`src/rtl/tmds_pkg.sv`:
```
// rtl/tmds_pkg.sv - shared TMDS control tokens, decoder FSM states and default parameters
package tmds_pkg;

  localparam logic [9:0] TOKEN_C00 = 10'b1101010100;
  localparam logic [9:0] TOKEN_C01 = 10'b0010101011;
  localparam logic [9:0] TOKEN_C10 = 10'b0101010100;
  localparam logic [9:0] TOKEN_C11 = 10'b1010101011;

  localparam int TOKEN_LOCK_DEFAULT    = 16;
  localparam int SEARCH_WINDOW_DEFAULT = 4096;
  localparam int SLIP_SETTLE_DEFAULT   = 4;

  typedef enum logic [1:0] {
    SEARCH    = 2'd0,
    SLIP_WAIT = 2'd1,
    LOCKED    = 2'd2
  } tmds_state_e;

endpackage

```
`src/rtl/tmds_word_decode.sv`:
```
// rtl/tmds_word_decode.sv - combinational TMDS 10b->8b data decode with control-token detect
module tmds_word_decode
  import tmds_pkg::*;
(
  input  logic [9:0] i_word,
  output logic [7:0] o_data,
  output logic [1:0] o_control,
  output logic       o_is_token
);

  logic [7:0] q;

  always_comb begin
    q      = i_word[9] ? ~i_word[7:0] : i_word[7:0];
    o_data = '0;
    o_data[0] = q[0];
    // bit 8 says whether the encoder chained with XOR or XNOR
    for (int i = 1; i < 8; i++) begin
      o_data[i] = i_word[8] ? (q[i] ^ q[i-1]) : ~(q[i] ^ q[i-1]);
    end
  end

  always_comb begin
    o_control  = 2'b00;
    o_is_token = 1'b1;
    case (i_word)
      TOKEN_C00: o_control = 2'b00;
      TOKEN_C01: o_control = 2'b01;
      TOKEN_C10: o_control = 2'b10;
      TOKEN_C11: o_control = 2'b11;
      default:   o_is_token = 1'b0;
    endcase
  end

endmodule

```
`src/rtl/tmds_channel_decoder.sv`:
```
// rtl/tmds_channel_decoder.sv - per-channel TMDS receiver: token-based word alignment, lock FSM and decode
module tmds_channel_decoder
  import tmds_pkg::*;
#(
  parameter int TOKEN_LOCK    = TOKEN_LOCK_DEFAULT,
  parameter int SEARCH_WINDOW = SEARCH_WINDOW_DEFAULT,
  parameter int SLIP_SETTLE   = SLIP_SETTLE_DEFAULT
) (
  input  logic       i_clk,
  input  logic       i_rst,
  input  logic [9:0] i_tmds,
  output logic [7:0] o_data,
  output logic [1:0] o_control,
  output logic       o_de,
  output logic       o_locked,
  output logic       o_bitslip,
  output logic       o_lock_lost
);

  localparam int TOK_W = $clog2(TOKEN_LOCK + 1);
  localparam int WIN_W = $clog2(SEARCH_WINDOW + 1);
  localparam int SET_W = $clog2(SLIP_SETTLE + 1);
  localparam logic [TOK_W-1:0] TOK_MAX = TOK_W'(TOKEN_LOCK);
  localparam logic [WIN_W-1:0] WIN_MAX = WIN_W'(SEARCH_WINDOW);
  localparam logic [SET_W-1:0] SET_MAX = SET_W'(SLIP_SETTLE);

  logic [9:0]       word_q, word_d;
  tmds_state_e      state_q, state_d;
  logic [TOK_W-1:0] tok_cnt_q, tok_cnt_d, tok_inc;
  logic [WIN_W-1:0] timer_q, timer_d, timer_inc;
  logic [SET_W-1:0] settle_q, settle_d, settle_inc;
  logic [7:0]       data_q, data_d;
  logic [1:0]       control_q, control_d;
  logic             de_q, de_d;
  logic             locked_q, locked_d;
  logic             bitslip_q, bitslip_d;
  logic             lock_lost_q, lock_lost_d;

  logic [7:0] dec_data;
  logic [1:0] dec_control;
  logic       dec_is_token;

  tmds_word_decode u_word_decode (
    .i_word     (word_q),
    .o_data     (dec_data),
    .o_control  (dec_control),
    .o_is_token (dec_is_token)
  );

  always_comb begin
    word_d      = i_tmds;
    state_d     = state_q;
    tok_cnt_d   = tok_cnt_q;
    timer_d     = timer_q;
    settle_d    = settle_q;
    bitslip_d   = 1'b0;
    lock_lost_d = 1'b0;
    tok_inc     = (tok_cnt_q == TOK_MAX) ? tok_cnt_q : tok_cnt_q + 1'b1;
    timer_inc   = (timer_q == WIN_MAX) ? timer_q : timer_q + 1'b1;
    settle_inc  = (settle_q == SET_MAX) ? settle_q : settle_q + 1'b1;

    case (state_q)
      SEARCH: begin
        tok_cnt_d = dec_is_token ? tok_inc : '0;
        timer_d   = timer_inc;
        // lock is tested first so it wins over a coincident window expiry
        if (tok_cnt_d == TOK_MAX) begin
          state_d   = LOCKED;
          tok_cnt_d = '0;
          timer_d   = '0;
        end else if (timer_d == WIN_MAX) begin
          state_d   = SLIP_WAIT;
          bitslip_d = 1'b1;
          tok_cnt_d = '0;
          timer_d   = '0;
          settle_d  = '0;
        end
      end
      SLIP_WAIT: begin
        tok_cnt_d = '0;
        timer_d   = '0;
        settle_d  = settle_inc;
        if (settle_d == SET_MAX) begin
          state_d  = SEARCH;
          settle_d = '0;
        end
      end
      LOCKED: begin
        timer_d = dec_is_token ? '0 : timer_inc;
        if (timer_d == WIN_MAX) begin
          state_d     = SEARCH;
          lock_lost_d = 1'b1;
          timer_d     = '0;
          tok_cnt_d   = '0;
        end
      end
      default: begin
        state_d   = SEARCH;
        tok_cnt_d = '0;
        timer_d   = '0;
        settle_d  = '0;
      end
    endcase
  end

  // Stage-2 outputs follow the state this word moves the FSM into
  always_comb begin
    data_d    = 8'h00;
    control_d = 2'b00;
    de_d      = 1'b0;
    locked_d  = 1'b0;
    if (state_d == LOCKED) begin
      locked_d = 1'b1;
      if (dec_is_token) begin
        control_d = dec_control;
      end else begin
        de_d      = 1'b1;
        data_d    = dec_data;
        control_d = control_q;
      end
    end
  end

  always_ff @(posedge i_clk or posedge i_rst) begin
    if (i_rst) begin
      word_q      <= '0;
      state_q     <= SEARCH;
      tok_cnt_q   <= '0;
      timer_q     <= '0;
      settle_q    <= '0;
      data_q      <= '0;
      control_q   <= '0;
      de_q        <= 1'b0;
      locked_q    <= 1'b0;
      bitslip_q   <= 1'b0;
      lock_lost_q <= 1'b0;
    end else begin
      word_q      <= word_d;
      state_q     <= state_d;
      tok_cnt_q   <= tok_cnt_d;
      timer_q     <= timer_d;
      settle_q    <= settle_d;
      data_q      <= data_d;
      control_q   <= control_d;
      de_q        <= de_d;
      locked_q    <= locked_d;
      bitslip_q   <= bitslip_d;
      lock_lost_q <= lock_lost_d;
    end
  end

  assign o_data      = data_q;
  assign o_control   = control_q;
  assign o_de        = de_q;
  assign o_locked    = locked_q;
  assign o_bitslip   = bitslip_q;
  assign o_lock_lost = lock_lost_q;

endmodule

```
`config.mk`:
```
export PLATFORM = sky130hd
export DESIGN_NAME = tmds_channel_decoder
export DESIGN_NICKNAME = d
export VERILOG_FILES = /design/src/rtl/tmds_pkg.sv /design/src/rtl/tmds_word_decode.sv /design/src/rtl/tmds_channel_decoder.sv
export SDC_FILE = /design/constraint.sdc
export NUM_CORES = 1
export LEC_CHECK = 0
export ABC_AREA = 1
export CAP_MARGIN = 20
export CORE_MARGIN = 2
export CORE_UTILIZATION = 56
export CTS_CLUSTER_SIZE = 16
export DETAILED_ROUTE_END_ITERATION = 16
export GPL_TIMING_DRIVEN = 0
export MAX_ROUTING_LAYER = met4
export PLACE_DENSITY = 0.81
export RECOVER_POWER = 25
export SYNTH_ARGS = -nofsm -noshare
export SYNTH_HDL_FRONTEND = slang
export SYNTH_SLANG_ARGS = --single-unit
```
`constraint.sdc`:
```
create_clock -name i_clk -period 2.3 [get_ports i_clk]
set_input_delay 0.69 -clock i_clk [delete_from_list [all_inputs] [get_ports i_clk]]
set_output_delay 0.69 -clock i_clk [all_outputs]
set_load 0.01 [all_outputs]
```
### Word-level counts from Yosys, hierarchy flattened

Index checks and enable logic that the tools add are counted.

* bits of input ports: 12
* output and inout bits: 14
* bits in registers: 47
* logic and storage cells: 95
* memory bits (writable): 0
* bits in latches: 0
* memory bits (read-only): 0
* memories: 0

* $lt $le $gt $ge: 0
* reduce and logical (&&, ||, !) cells: 3
* equality and inequality tests: 18
* multipliers: 0
* multiplexer cells: 44
* shift operators: 0
* $add $sub $neg: 3
* divide/modulo/power cells: 0
* bitwise logic cells: 16

Operators with widths (count)
* two-way mux 13 bit: 5
* equality test 13 bit, second input constant: 3
* one-hot mux 13 bit (2 select lines): 1
* two-way mux 5 bit: 5
* two-way mux 8 bit: 3
* equality test 10 bit, second input constant: 2
* two-way mux 1 bit: 16
* adder 13 x 1 -> 13 bit, second input constant: 1
* two-way mux 2 bit: 6
* two-way mux 3 bit: 4
* one-hot mux 2 bit (3 select lines): 2
* equality test 10 x 8 -> 1 bit, second input constant: 1
* equality test 10 x 9 -> 1 bit, second input constant: 1
* equality test 5 bit, second input constant: 2
* one-hot mux 5 bit (2 select lines): 1
* one-hot mux 3 bit (3 select lines): 1
* inequality test 2 bit, second input constant: 4
* inverter 1 bit: 8
* inverter 8 bit: 1
* XOR 1 bit: 7
* equality test 3 bit, second input constant: 2
* adder 5 x 1 -> 5 bit, second input constant: 1
* equality test 2 bit, second input constant: 2
* OR reduction 4 bit: 1
* 4 further kinds: 4

### Longest topological paths before layout

* word-level depth: 9
* gate-level depth with buffers: 14
* depth with buffers taken out: 14

### Cells and area by module

From an unflattened synthesis, not the netlist that was laid out.

* cell total of the unflattened synthesis: 338
* area total of the unflattened synthesis: 2712.6 µm²

By module, submodules not included
* tmds_channel_decoder: sequential area each 1176.1 µm², times used 1, cells an instance 300, area each 2487.4 µm²
* tmds_word_decode: sequential area each 0.0 µm², times used 1, cells an instance 38, area each 225.2 µm²

### Worst setup path after synthesis

Ideal clock, no wire load.

* kind: register to register
* start point: reg timer_q[0]
* end point: reg data_q[5], in the netlist o_data[5]
* period minus slack after synthesis: 1.753 ns
* cell stages (with the launch flop): 11
* path buffers: 0
* required time: 2.179 ns
* path slack: 0.547 ns
* arrival time: 1.632 ns
* setup time: 0.121 ns
* cell sequence: dfrtp_1 > ha_1 > inv_1 > nor2_4 > xor2_1 > nor2_1 > clkinv_1 > nor2_1 > nand3_4 > nand3_4 > nor2_2

* cells in the longest elaborated chain, start to end: 8
* elaborated cells between the ends (all ways): 12
* classes of those cells: add/sub: 1; eq/ne: 4; mux: 7

RTL lines
* start, declared: line tmds_channel_decoder.sv:30 `logic [WIN_W-1:0] timer_q, timer_d, timer_inc;`
* start signal, assigned: line tmds_channel_decoder.sv:141 `timer_q <= timer_d;`
* adder 13 x 1 -> 13 bit or equality test 13 bit (tied branches): line tmds_channel_decoder.sv:59 `timer_inc = (timer_q == WIN_MAX) ? timer_q : timer_q + 1'b1;`
* two-way mux 13 bit *: line tmds_channel_decoder.sv:59
* two-way mux 13 bit or equality test 13 bit (tied branches): line tmds_channel_decoder.sv:89, tmds_channel_decoder.sv:71
* equality test 13 bit or two-way mux 2 bit (tied branches): line tmds_channel_decoder.sv:90, tmds_channel_decoder.sv:71
* two-way mux 2 bit, on equally long branches: line tmds_channel_decoder.sv:90, tmds_channel_decoder.sv:67
* one-hot mux 2 bit (3 select lines) *: line tmds_channel_decoder.sv:62 `case (state_q)`
* equality test 2 bit *: line tmds_channel_decoder.sv:112 `if (state_d == LOCKED) begin`
* two-way mux 8 bit *: line tmds_channel_decoder.sv:112
* via data_d[5]: line tmds_channel_decoder.sv:32 `logic [7:0] data_q, data_d;`
* end signal, assigned: line tmds_channel_decoder.sv:143 `data_q <= data_d;`
* end, declared: line tmds_channel_decoder.sv:32

The timed path passes the listed nets; every way through them passes the cells marked *.
A chain may end at the register's enable or synchronous reset.

### Worst setup path after layout

* start point: reg timer_q[0]
* end point: reg settle_q[0]

* cells in the longest elaborated chain, start to end: 5
* elaborated cells between the ends (all ways): 6
* classes of those cells: add/sub: 1; eq/ne: 3; mux: 1; reduce/logical: 1

RTL lines
* adder 13 x 1 -> 13 bit or equality test 13 bit (tied branches): line tmds_channel_decoder.sv:59
* two-way mux 13 bit *: line tmds_channel_decoder.sv:59
* equality test 13 bit *: line tmds_channel_decoder.sv:71 `end else if (timer_d == WIN_MAX) begin`
* inequality test 2 bit (no line) *
* AND reduction 3 bit (no line) *
* end signal, assigned: line tmds_channel_decoder.sv:142 `settle_q <= settle_d;`
* end, declared: line tmds_channel_decoder.sv:31 `logic [SET_W-1:0] settle_q, settle_d, settle_inc;`

Every way passes the cells marked *; elsewhere a longest branch is shown, timed or not.

==> flow_summary.yaml <==
cts:
  cts_root_buf: "sky130_fd_sc_hd__clkbuf_8"
  clock_tree.buffer_depth: 2
  cts_tree: "built"
  cts_made_buffers: 5
  htree_num_levels: 2
  cts.clk_slew.worst_paths_ns: 0.09
  cts_repair_resize_count: 0
  post_cts.repair.setup_buffers: 0
  clock_sinks: 47
  insertion_delay_of_the_later_clocked_pin_in_the_worst_skew_pair_ns: 0.30
  cts.hold.buffers_added: 0
timing:
  grt_setup_unrepaired: "no"
  finalMaxSlewViolations: 0
  timing.final.hold_violations: 0
  finalClockSkew_ns: 0.00840
  timing.final.crit_period_ns: 2.05
  final.period_utilization_pct: 89.0
  setup-tns-final_ns: 0
  worst-slew-pin-transition_ns: 0.837
  max_clock_freq_ghz: 0.489
  max_slew_margin_vs_limit_pct: 44.2
  setup_viol: 0
setup_path:
  worst_path_required_time_ns: 2.50
  critPathArrivalTime_ns: 2.25
  timing.setup.critical_path_class: "reg -> reg"
  worst_setup_path_end_kind: "flop"
  timing.critical_path.from_type: "flop"
  worstPathMaxFanout: 6
power:
  internal_power_uw: 1110
  power_frac_comb_pct: 5.3
  irDropWorstVdd_mv: 0.336
  power.static_leakage_uw: 0.00149
  cellPowerDensity_nw_per_um2: 460
  clockPowerShare_pct: 36.0
  share_seq_of_total_power_pct: 58.7
  p_sw_uw: 320
  switching_share_pct: 22.3
synth:
  netlist_area_um2: 2700
  synth-seq-area-share_pct: 43.6
  combinational_family_with_the_most_area_after_synthesis: "simple AND/OR/NAND/NOR gates"
  synth_xor_xnor_area_share_pct: 6.16
  synth_top_cells_by_area: "sky130_fd_sc_hd__dfrtp_1 44%, sky130_fd_sc_hd__nand2_1 10%, sky130_fd_sc_hd__nand3_1 6.5%"
  postSynth.asyncResetShare_pct: 100
  avg_cell_area_syn_um2: 8.11
  synth_ff_type: "sky130_fd_sc_hd__dfrtp_1"
  synthDistinctLibCells: 28
  synth.most_common_cell: "sky130_fd_sc_hd__nand2_1"
  synth.largest_area_cell: "sky130_fd_sc_hd__dfrtp_1"
  synthesis.instances: 333
  compound_cell_area_share_of_the_yosys_netlist_pct: 5.24
  post_synth_most_frequent_cells: "75 x sky130_fd_sc_hd__nand2_1, 47 x sky130_fd_sc_hd__dfrtp_1, 35 x sky130_fd_sc_hd__nand3_1"
  share_of_yosys_cell_area_claimed_by_the_top_area_cell_type_pct: 43.6
  synth-warning-count: 0
  synth_edf_count: 0
  postSynthNetCount: 355
  yosys_register_bits: 47
  synthAdderAreaFrac_pct: 4.63
  synthSimpleGateAreaFrac_pct: 33.9
  yosys-mux-area-fraction_pct: 0
routing:
  wl_met3_um: 166
  route.detailed.drc: 0
  m1WireLength_mm: 2.16
  wire_length_per_cell_after_detailed_routing_um: 12.2
  first_iter_violations: 95
  vias_per_cell: 5.20
  detail_route.wirelength_mm: 5.16
  top_layer_used: "met4"
  route.vias.total: 2188
  final_antenna_net_count: 0
  dr_wl_met2_mm: 2.72
  first_pass_iters: 4
floorplanning:
  floorplan.rows: 25
  initial_core_utilization_pct: 57.5
  fp.dieArea_um2: 5390
  ioPinCount: 26
  die_w_um: 73.4
  floorplan.core_area_um2: 4690
  die_boundary_height_um: 73.4
final_layout:
  post-route-cell-area_um2: 3120
  diodes: 0
  area_delta_synth_final_pct: 15.5
  area_of_all_sequential_standard_cells_um2: 1180
  num-nets-final: 388
  post_route_cells_drive_above_1_share_pct: 12.3
  multi_input_area_um2: 1350
  num-fill-cells: 375
global_routing:
  wire_length_of_the_first_global_routing_pass_mm: 9.16
  grt.total_usage_pct: 22.8
  grt_antenna_before_repair: 0
  global_route.overflow_total: 0
  number_of_global_route_vias_before_repair: 2158
  grt_start_max_net_pins: 37
placement:
  place_area_um2: 3040
  globalplace.congestion: 0.902
  place.detailed.hpwl_mm: 4.04
  placement.io_buffers: 25
job:
  max_cap_viol_count: 0
hold_path:
  hold_class: "reg -> reg"
status:
  outcome: "completed"
power groups by stage:
stage / registers (µW) / clock network, µW / logic [µW]
after CTS: 842 / 528 / 85.4
after floorplan: 857 / 0 / 52.3
after global placement: 858 / 0 / 77.1
after detailed placement: 858 / 0 / 84.2
final: 842 / 516 / 75.7
after global routing: 843 / 571 / 86.4
critical path, cell delays in order, from the launching register on:
cell                      delay (ns)
sky130_fd_sc_hd__dfrtp_1        0.40
sky130_fd_sc_hd__ha_1           0.24
sky130_fd_sc_hd__inv_1          0.09
sky130_fd_sc_hd__nor2_4         0.18
sky130_fd_sc_hd__nand3_1        0.10
sky130_fd_sc_hd__nand2_1        0.11
sky130_fd_sc_hd__nand3_1        0.09
sky130_fd_sc_hd__nor3_1         0.26
sky130_fd_sc_hd__nand2_2        0.15
sky130_fd_sc_hd__nand2_2        0.13
sky130_fd_sc_hd__nand2_2        0.08
sky130_fd_sc_hd__nand2_1        0.06
sky130_fd_sc_hd__nand2_1        0.05
layer usage:
layer	global-route usage, %	vias to the layer above
li1	-	1130
met1	25.9	1011
met2	39.2	37
met3	4.66	10
met4	9.09	0
met5	-	-
final timing paths:
check / from / end / slack (ns) / cells after the start
min: settle_q[1] / settle_q[1] / 0.51 / 2
max reg2reg: timer_q[0] / settle_q[0] / 0.25 / 12
max in group asynchronous: i_rst / tok_cnt_q[1] / 0.33 / 3
min in group asynchronous: i_rst / timer_q[4] / 0.82 / 2
max: timer_q[0] / settle_q[0] / 0.25 / 12
min reg2reg: settle_q[1] / settle_q[1] / 0.51 / 2
logic make-up after synthesis:
group	after synthesis
buf+inv	44
fa+ha+maj	10
compound gates	24
simple gates	189
xor+xnor	19
flops	47
placed cells by master (no fill, tap or decap):
master,netlist,final
sky130_fd_sc_hd__xnor2_1,6,6
sky130_fd_sc_hd__dlygate4sd3_1,0,11
sky130_fd_sc_hd__buf_4,3,3
sky130_fd_sc_hd__clkinv_4,0,1
sky130_fd_sc_hd__nor3_1,3,3
sky130_fd_sc_hd__and2_1,2,2
sky130_fd_sc_hd__clkinv_1,2,2
sky130_fd_sc_hd__ha_1,10,10
sky130_fd_sc_hd__dfrtp_1,47,47
sky130_fd_sc_hd__nand3b_1,5,5
sky130_fd_sc_hd__o21ai_1,4,4
sky130_fd_sc_hd__nor2_1,31,31
sky130_fd_sc_hd__o31ai_1,5,5
sky130_fd_sc_hd__nand4_2,1,1
sky130_fd_sc_hd__o21bai_2,1,1
sky130_fd_sc_hd__a21boi_0,1,1
sky130_fd_sc_hd__inv_1,33,33
sky130_fd_sc_hd__clkdlybuf4s50_1,0,14
sky130_fd_sc_hd__nand3_1,35,35
sky130_fd_sc_hd__a21oi_1,6,6
sky130_fd_sc_hd__nand4_1,9,9
sky130_fd_sc_hd__nand2_2,9,9
sky130_fd_sc_hd__inv_2,4,4
sky130_fd_sc_hd__nor2_4,2,2
sky130_fd_sc_hd__nand3_4,2,2
sky130_fd_sc_hd__or2_2,1,1
sky130_fd_sc_hd__clkbuf_2,0,1
sky130_fd_sc_hd__clkbuf_8,0,6
sky130_fd_sc_hd__nor2_2,14,14
sky130_fd_sc_hd__xor2_1,13,13
sky130_fd_sc_hd__nand2_1,75,75
sky130_fd_sc_hd__o21ai_0,7,7
sky130_fd_sc_hd__clkbuf_1,2,3
flip-flops by register name (all words and copies together) (netlist names):
register     cells
settle_q         3
o_bitslip        1
timer_q         13
o_control        2
o_de             1
word_q          10
o_data           8
o_lock_lost      1
o_locked         1
state_q          2
tok_cnt_q        5
metrics by stage:
| stage | total power, µW | hold slack [ns] | setup WS, ns | util [%] | cells |
|---|---|---|---|---|---|
| after floorplan | 909 | 0.466 | 0.494 | - | 333 |
| after global placement | 935 | 0.489 | -0.329 | 64.3 | 412 |
| after detailed placement | 942 | 0.493 | 0.249 | 64.7 | 413 |
| after CTS | 1450 | 0.514 | 0.228 | 66.8 | 421 |
| after global routing | 1500 | 0.551 | 0.00707 | 66.5 | 421 |
| final | 1430 | 0.509 | 0.254 | 66.5 | 421 |
cell type report:
cell class,count,area share [%]
Clock inverter,1,0.281
Timing Repair Buffer,26,8.19
Multi-Input combinational cell,242,43.2
Buffer,5,0.963
Sequential cell,47,37.7
Tap cell,54,2.17
Clock buffer,7,2.77
Inverter,39,4.70
Power figures use the tool's default switching activity.
